### config.mk
export PLATFORM = sky130hd
export DESIGN_NAME = mult_secuencial
export DESIGN_NICKNAME = d
export VERILOG_FILES = /design/src/rtl/mult_secuencial.sv
export SDC_FILE = /design/constraint.sdc
export NUM_CORES = 1
export LEC_CHECK = 0
export BUFFER_PORTS_ARGS = -buffer_cell sky130_fd_sc_hd__buf_2
export CORE_MARGIN = 8
export CORE_UTILIZATION = 45
export DETAILED_ROUTE_END_ITERATION = 10
export PLACE_DENSITY_LB_ADDON = 0.25
export SKIP_LAST_GASP = 1
export SYNTH_ARGS = -nofsm -noshare
export SYNTH_HDL_FRONTEND = slang
export SYNTH_SLANG_ARGS = --single-unit
### constraint.sdc
create_clock -name clk -period 7 [get_ports clk]
set_input_delay 1.05 -clock clk [delete_from_list [all_inputs] [get_ports clk]]
set_output_delay 1.05 -clock clk [all_outputs]
set_load 0.02 [all_outputs]
### src/rtl/mult_secuencial.sv
// Sequential signed reconstructor: dividendo = cociente*divisor + residuo (inverse of Div).
// Latency: done pulses N+1 edges after the accepting edge; one operation every N+3 cycles.
// Backpressure: start is only sampled in IDLE; starts while busy are dropped, never queued.
//
// Ports:
//   clk, rst_n      clock (rising edge) and asynchronous active-low reset
//   start           operation request, sampled only while idle
//   cociente        signed multiplicand
//   divisor         signed multiplier
//   residuo         signed addend
//   busy            high from the cycle after acceptance until done deasserts
//   done            one-cycle pulse, result valid
//   dividendo       low N bits of the signed result, held until the next result
//   desbordamiento  full result does not fit in N-bit signed
module mult_secuencial #(
    parameter int N = 8
) (
    input  logic         clk,
    input  logic         rst_n,
    input  logic         start,
    input  logic [N-1:0] cociente,
    input  logic [N-1:0] divisor,
    input  logic [N-1:0] residuo,
    output logic         busy,
    output logic         done,
    output logic [N-1:0] dividendo,
    output logic         desbordamiento
);

    localparam int CW = $clog2(N);

    typedef enum logic [1:0] {
        S_IDLE = 2'd0,
        S_MUL  = 2'd1,
        S_SIGN = 2'd2,
        S_DONE = 2'd3
    } state_t;

    state_t          r_state;
    state_t          w_next;

    logic [N-1:0]    r_mag_a;
    logic [N-1:0]    r_mag_b;
    logic [N-1:0]    r_res;
    logic            r_neg;
    logic [2*N-1:0]  r_acc;
    logic [CW-1:0]   r_cnt;
    logic [N-1:0]    r_dividendo;
    logic            r_desbordamiento;

    logic [N-1:0]    w_abs_a;
    logic [N-1:0]    w_abs_b;
    logic [2*N-1:0]  w_addend;
    logic [2*N:0]    w_acc_ext;
    logic [2*N:0]    w_res_ext;
    logic [2*N:0]    w_full;
    logic [N+1:0]    w_top;
    logic            w_ovf;

    // Magnitudes as unsigned N-bit: negating -2^(N-1) wraps to 2^(N-1), which is
    // exactly the correct unsigned magnitude.
    assign w_abs_a = cociente[N-1] ? (-cociente) : cociente;
    assign w_abs_b = divisor[N-1]  ? (-divisor)  : divisor;

    // Partial product for the current multiplier bit.
    assign w_addend = {{N{1'b0}}, r_mag_a} << r_cnt;

    // Sign fix and addend at 2N+1 bits so neither the negation nor the add can wrap.
    assign w_acc_ext = {1'b0, r_acc};
    assign w_res_ext = {{(N+1){r_res[N-1]}}, r_res};
    assign w_full    = (r_neg ? (-w_acc_ext) : w_acc_ext) + w_res_ext;

    // The result fits in N-bit signed iff bits [2N:N-1] are all copies of the sign.
    assign w_top = w_full[2*N:N-1];
    assign w_ovf = !((&w_top) || !(|w_top));

    // State register
    always_ff @(posedge clk or negedge rst_n) begin
        if (!rst_n) begin
            r_state <= S_IDLE;
        end else begin
            r_state <= w_next;
        end
    end

    // Next-state logic
    always_comb begin
        w_next = r_state;
        case (r_state)
            S_IDLE:  if (start) w_next = S_MUL;
            S_MUL:   if (r_cnt == CW'(N - 1)) w_next = S_SIGN;
            S_SIGN:  w_next = S_DONE;
            S_DONE:  w_next = S_IDLE;
            default: w_next = S_IDLE;
        endcase
    end

    // Outputs: busy covers MUL/SIGN/DONE, done is exactly the DONE state.
    always_comb begin
        busy           = (r_state != S_IDLE);
        done           = (r_state == S_DONE);
        dividendo      = r_dividendo;
        desbordamiento = r_desbordamiento;
    end

    // Datapath
    always_ff @(posedge clk or negedge rst_n) begin
        if (!rst_n) begin
            r_mag_a          <= '0;
            r_mag_b          <= '0;
            r_res            <= '0;
            r_neg            <= 1'b0;
            r_acc            <= '0;
            r_cnt            <= '0;
            r_dividendo      <= '0;
            r_desbordamiento <= 1'b0;
        end else begin
            case (r_state)
                S_IDLE: begin
                    if (start) begin
                        r_res   <= residuo;
                        r_mag_a <= w_abs_a;
                        r_mag_b <= w_abs_b;
                        r_neg   <= cociente[N-1] ^ divisor[N-1];
                        r_acc   <= '0;
                        r_cnt   <= '0;
                    end
                end
                S_MUL: begin
                    if (r_mag_b[0]) begin
                        r_acc <= r_acc + w_addend;
                    end
                    r_mag_b <= r_mag_b >> 1;
                    r_cnt   <= r_cnt + CW'(1);
                end
                S_SIGN: begin
                    r_dividendo      <= w_full[N-1:0];
                    r_desbordamiento <= w_ovf;
                end
                default: ;
            endcase
        end
    end

endmodule

==> results of run 1 <==
sequential cells by signal (all words and copies together) (netlist names), 2 cells and up:
signal,cells
r_mag_b,8
r_cnt,3
r_acc,16
r_res,8
dividendo,8
r_state,2
r_mag_a,8
final cells by class:
type	count	share of cell area, %
Sequential cell	55	27.3
Clock inverter	3	0.917
Timing Repair Buffer	40	4.12
Multi-Input combinational cell	427	61.2
Clock buffer	5	1.36
Tap cell	136	3.37
Inverter	24	1.78
synth_stat cells, types with 5 or more instances:
| master | number |
|---|---|
| nor2_1 | 39 |
| mux2i_1 | 10 |
| or3_1 | 7 |
| dfrtp_1 | 55 |
| a211oi_1 | 8 |
| a21oi_1 | 24 |
| clkbuf_1 | 21 |
| ha_1 | 42 |
| a22o_1 | 12 |
| xor2_1 | 15 |
| a32o_1 | 5 |
| nand3_1 | 11 |
| nor3_1 | 11 |
| a21o_1 | 7 |
| o31ai_1 | 13 |
| xnor2_1 | 31 |
| nand2b_1 | 6 |
| mux2_2 | 19 |
| inv_1 | 24 |
| nand2_1 | 58 |
| o21ai_0 | 46 |
stage by stage:
stage	hold slack (ps)	std cells
finish	496	690
detailed placement	475	682
CTS	499	690
floorplan	449	527
global placement	465	682
global route	528	690
worst reg2reg max path: stages, from the launching register on:
cell      delay, ps
dfrtp_1         490
nor3_1          220
nand3_1         130
or2_2           310
o31ai_1         430
nand2_1         120
xor2_1          170
ha_1            380
nand2_1          90
or3_1           370
o221ai_1        210
xnor2_1         110
nor4b_1         390
a211oi_2        120
worst paths after layout:
check	from	to	slack [ps]
max	r_acc[2]	desbordamiento	3320
min	r_mag_b[1]	r_mag_b[1]	500
max reg2reg	r_acc[2]	desbordamiento	3320
min reg2reg	r_mag_b[1]	r_mag_b[1]	500
max in group asynchronous	rst_n	r_acc[15]	5690
min in group asynchronous	rst_n	r_res[3]	840
metal layers:
layer  global-route usage (%)  share of wire (%)  vias to the layer above  wire [µm]
met5                        0                  0                        -          0
met4                     3.28                1.5                        0        144
met3                     2.88                3.0                       13        286
met2                     25.4                 49                       53       4760
met1                     17.3                 46                     1788       4440
li1                         -                  -                     1965          -
cell families after synthesis:
kind of cell / count (synthesis) / synth area share, %
muxes: 29 / 6.78
adders and majority gates: 44 / 12.2
xor gates and xnor gates: 48 / 9.40
buffers and inverters: 45 / 3.65
and+or+nand+nor: 156 / 16.2
DFF: 55 / 29.7
AOI/OAI and AO/OA: 150 / 22.1
==> results_dict.tcl, run 1 <==
set metrics [dict create \
    status "finished, final reports clean" \
    ctsResizeCount 0 \
    rr_worst_depth 13 \
    grt_pass1_vias 3790 \
    ant_nets 0 \
    dpl.hpwl_um 7710 \
    fin_skew_ps 13.3 \
    clockBufferDepth 2 \
    ys.flop_type "dfrtp_1" \
    core_area_mm2 0.0101 \
    syn-cell-area_mm2 0.00463 \
    crit_family "simple AND/OR/NAND/NOR gates" \
    final_util_pct 49.8 \
    insertion_delay_ps 320 \
    setup.worst_path.start_class "register" \
    place_ws_ps 3360 \
    drt-pass1-iter-count 4 \
    fin_tns_setup_ps 0 \
    worst_path_max_delay_cell "dfrtp_1" \
    cp.arrival_ps 3870 \
    die_h_um 117 \
    port_buffers 37 \
    end_kind "register" \
    fillers 970 \
    design_area_mm2 0.00505 \
    timing.critical_path.mode_cell "nand2_1" \
    initial_core_util_pct 45.7 \
    synth_top_area_share_pct 29.7 \
    hold_class "reg2reg" \
    syn_to_final_growth_pct 8.94 \
    ys_seq_area_share_pct 29.7 \
    crit_path_max_fanout 6 \
    ys_ff_latch 55 \
    max_slew_margin_pct 49.2 \
    whs_path_depth 2 \
    max_cap_violations 0 \
    layout_common_cells "nand2_1, dfrtp_1, o21ai_0, ha_1, nor2_1" \
    path_class "reg2reg" \
    root_buffer "clkbuf_8" \
    syn_area_per_cell_um2 8.79 \
    tritoncts "yes" \
    worst_pin_slew_ps 762 \
    gr-total-overflow 0 \
    cts_htree_levels 2 \
    critical-path-max-stage-delay_ps 490 \
    fmax_ghz 0.272 \
    vias 3819 \
    fin_crit_ps 3680 \
    cts_buffers 5 \
    postCtsSetupBuffers 0 \
    drive_gt1_share_pct 15.5 \
    globalplace.congestion 0.838 \
    yosys.area.top_type "dfrtp_1" \
    synth_area_leaders "dfrtp_1, ha_1, xnor2_1, o21ai_0, nand2_1" \
    seq_area_mm2 0.00138 \
    wl_um 9630 \
    postCtsHoldBufs 0 \
    rows 37 \
    crit_chain "nor3_1 -> nand3_1 -> or2_2 -> o31ai_1 -> nand2_1 -> xor2_1 -> ha_1 -> nand2_1 -> or3_1 -> o221ai_1 -> xnor2_1 -> nor4b_1 -> a211oi_2" \
    drt_iter0_drc 137 \
    worst_slack_ps 3320 \
    final-hold-violation-count 0 \
    cp.depth 13 \
    path_clk_slew_ps 110 \
    post-route-period-util_pct 52.6 \
    setup_viol 0 \
    viasPerCell 5.53 \
    die_area_mm2 0.0138 \
    synth_fp_nets 598 \
    mostFrequentLayoutCell "nand2_1" \
    track_usage_pct 14.3 \
    multi_input_area_mm2 0.00309 \
    worstPathRequired_ps 7190 \
    antenna_found_initial 0 \
    diodes 0 \
    placed_area_mm2 0.00493 \
    async_reset_ff_share_pct 100 \
    clock_sinks 55 \
    grt_pass1_wl_um 17200 \
    grt_max_degree 56 \
    drv_slew 0 \
    avgRoutedWirePerCell_um 14.0 \
    dieWidth_um 117 \
    rsz0062_at_grt "false" \
    io_pins 38 \
    drc 0 \
    ys_types 58 \
    synth_edf_count 0 \
    nets 624 \
    synth_warnings 0 \
    netlist_instances 527 \
    path_buf_inv 0 \
]
Power of run 1 is left out: the tool's default activity adds up to more than one toggle a clock period on the data nets, which glitch-free logic cannot reach.
==> run 2: changes to the inputs <==
Clock period 7 ns to 3 ns, I/O delays scaled along.
==> run 2 against run 1 <==
  * The flow now finishes with violations (setup timing)
  * Clock skew increased by 0.99 ps
  * Sequential cell count did not move
  * Sequential share of layout area shrank 5.1 points
  * Wire length increased by 21%
  * Critical path depth decreased by 1
  * Global-route usage is 2.2 points higher
  * Clock-buffer cell count up 1
==> results_dict.tcl, run 2 (synthesized netlist as in run 1, its figures left out) <==
set metrics [dict create \
    status "complete, but fails checks" \
    violations "setup timing" \
    fin_skew_ps 14.3 \
    r2r_end "desbordamiento" \
    fillers 847 \
    end_kind "register" \
    drc 0 \
    gr-total-overflow 0 \
    vias 4366 \
    fmax_ghz 0.293 \
    layout_common_cells "buf_4, nand2_1, dfrtp_1, o21ai_0, ha_1" \
    clock_sinks 55 \
    syn_to_final_growth_pct 34.2 \
    path_clk_slew_ps 110 \
    grt_max_degree 42 \
    endpoint "desbordamiento" \
    worst_path_max_delay_cell "or4_4" \
    hold_class "in2async" \
    drt_iter0_drc 176 \
    setup_viol 5 \
    rr_worst_depth 12 \
    mostFrequentLayoutCell "buf_4" \
    drv_slew 0 \
    crit_path_max_fanout 5 \
    tritoncts "yes" \
    fin_crit_ps 3410 \
    drt-pass1-iter-count 4 \
    worst_pin_slew_ps 957 \
    critical-path-max-stage-delay_ps 530 \
    viasPerCell 5.44 \
    initial_core_util_pct 45.7 \
    wl_um 11600 \
    crit_chain "or4_4 -> or4_4 -> nand2_1 -> xnor2_1 -> ha_1 -> nand4_1 -> or3_1 -> o221ai_2 -> xnor2_2 -> nand3_1 -> nor4b_2 -> a211oi_2" \
    dpl.hpwl_um 9000 \
    max_cap_violations 0 \
    cts_buffers 5 \
    die_h_um 117 \
    final-hold-violation-count 0 \
    max_slew_margin_pct 36.0 \
    setup.worst_path.start_class "register" \
    rsz0062_at_grt "true" \
    largest_reg_flops 16 \
    cts_htree_levels 2 \
    drive_gt1_share_pct 36.5 \
    dieWidth_um 117 \
    globalplace.congestion 0.882 \
    routed.top_layer "met4" \
    grt_pass1_wl_um 19600 \
    worstPathRequired_ps 3190 \
    timing.critical_path.mode_cell "or4_4" \
    io_pins 38 \
    diodes 0 \
    multi_input_area_mm2 0.00341 \
    startpoint "r_acc[7]" \
    nets 736 \
    wl_met3_um 295 \
    post-route-period-util_pct 114 \
    root_buffer "clkbuf_8" \
    wl_met1_um 5070 \
    worst_slack_ps -413 \
    track_usage_pct 16.5 \
    antenna_found_initial 0 \
    core_area_mm2 0.0101 \
    r2r_start "r_acc[7]" \
    top_register "r_acc" \
    rows 37 \
    die_area_mm2 0.0138 \
    met2_wirelength_um 6050 \
    path_class "reg2reg" \
    rrSetupSlack_ps -410 \
    avgRoutedWirePerCell_um 14.5 \
    clockBufferDepth 2 \
    insertion_delay_ps 320 \
    ant_nets 0 \
    seq_area_mm2 0.00138 \
    grt_pass1_vias 4338 \
    whs_ps 243 \
    cp.arrival_ps 3610 \
    port_buffers 37 \
]
[run 2: repair_timing]
item                                    in CTS  in global routing
endpoints found under the setup margin       7                  9
pin swaps                                   15                 17
buffers inserted                             5                  4
hold buffers                                 0                  0
cloned                                       0                  0
gates resized for setup                     30                 35
[run 2: stage by stage]
stage | cells | utilization (%) | cell area, µm² | worst slack (ps) | setup TNS (ps)
floorplan | 527 | - | 4680 | -304 | -607
global placement | 786 | 56.7 | 5750 | -411 | -1300
detailed placement | 786 | 56.7 | 5750 | -446 | -1450
CTS | 799 | 59.3 | 6010 | -419 | -954
global route | 802 | 61.3 | 6220 | -557 | -1960
finish | 802 | 61.3 | 6220 | -413 | -1160
[run 2: cell type report]
| cell class | instances | area share, % |
|---|---|---|
| Sequential cell | 55 | 22.2 |
| Inverter | 24 | 1.45 |
| Tap cell | 136 | 2.74 |
| Multi-Input combinational cell | 427 | 54.8 |
| Timing Repair Buffer | 152 | 17.2 |
| Clock buffer | 6 | 1.33 |
| Clock inverter | 2 | 0.262 |
[run 2: critical path, delay by kind of cell (launching register included)]
kind,cells,cell delay [ps]
AND/OR/NAND/NOR,7,2030
adder cells (fa/ha/maj),1,390
flip-flops,1,380
XOR/XNOR,2,230
AO/OA/AOI/OAI,2,260
[run 2: per-layer routing]
layer	up-vias	track usage, %
met5	-	0
met4	0	4.88
met3	16	2.97
met2	50	30.7
met1	2115	18.7
li1	2185	-
[run 2: worst min-delay path by stage]
stage | start | slack [ps] | to | cells after the start
after global routing | rst_n | 330 | dividendo[2] | 1
after detailed placement | r_mag_b[2] | 480 | r_mag_b[2] | 2
final | rst_n | 240 | dividendo[1] | 1
after CTS | rst_n | 280 | dividendo[1] | 1
after global placement | r_mag_b[2] | 460 | r_mag_b[2] | 2
after floorplan | rst_n | 150 | desbordamiento | 0
Power of run 2 is left out for the same reason.
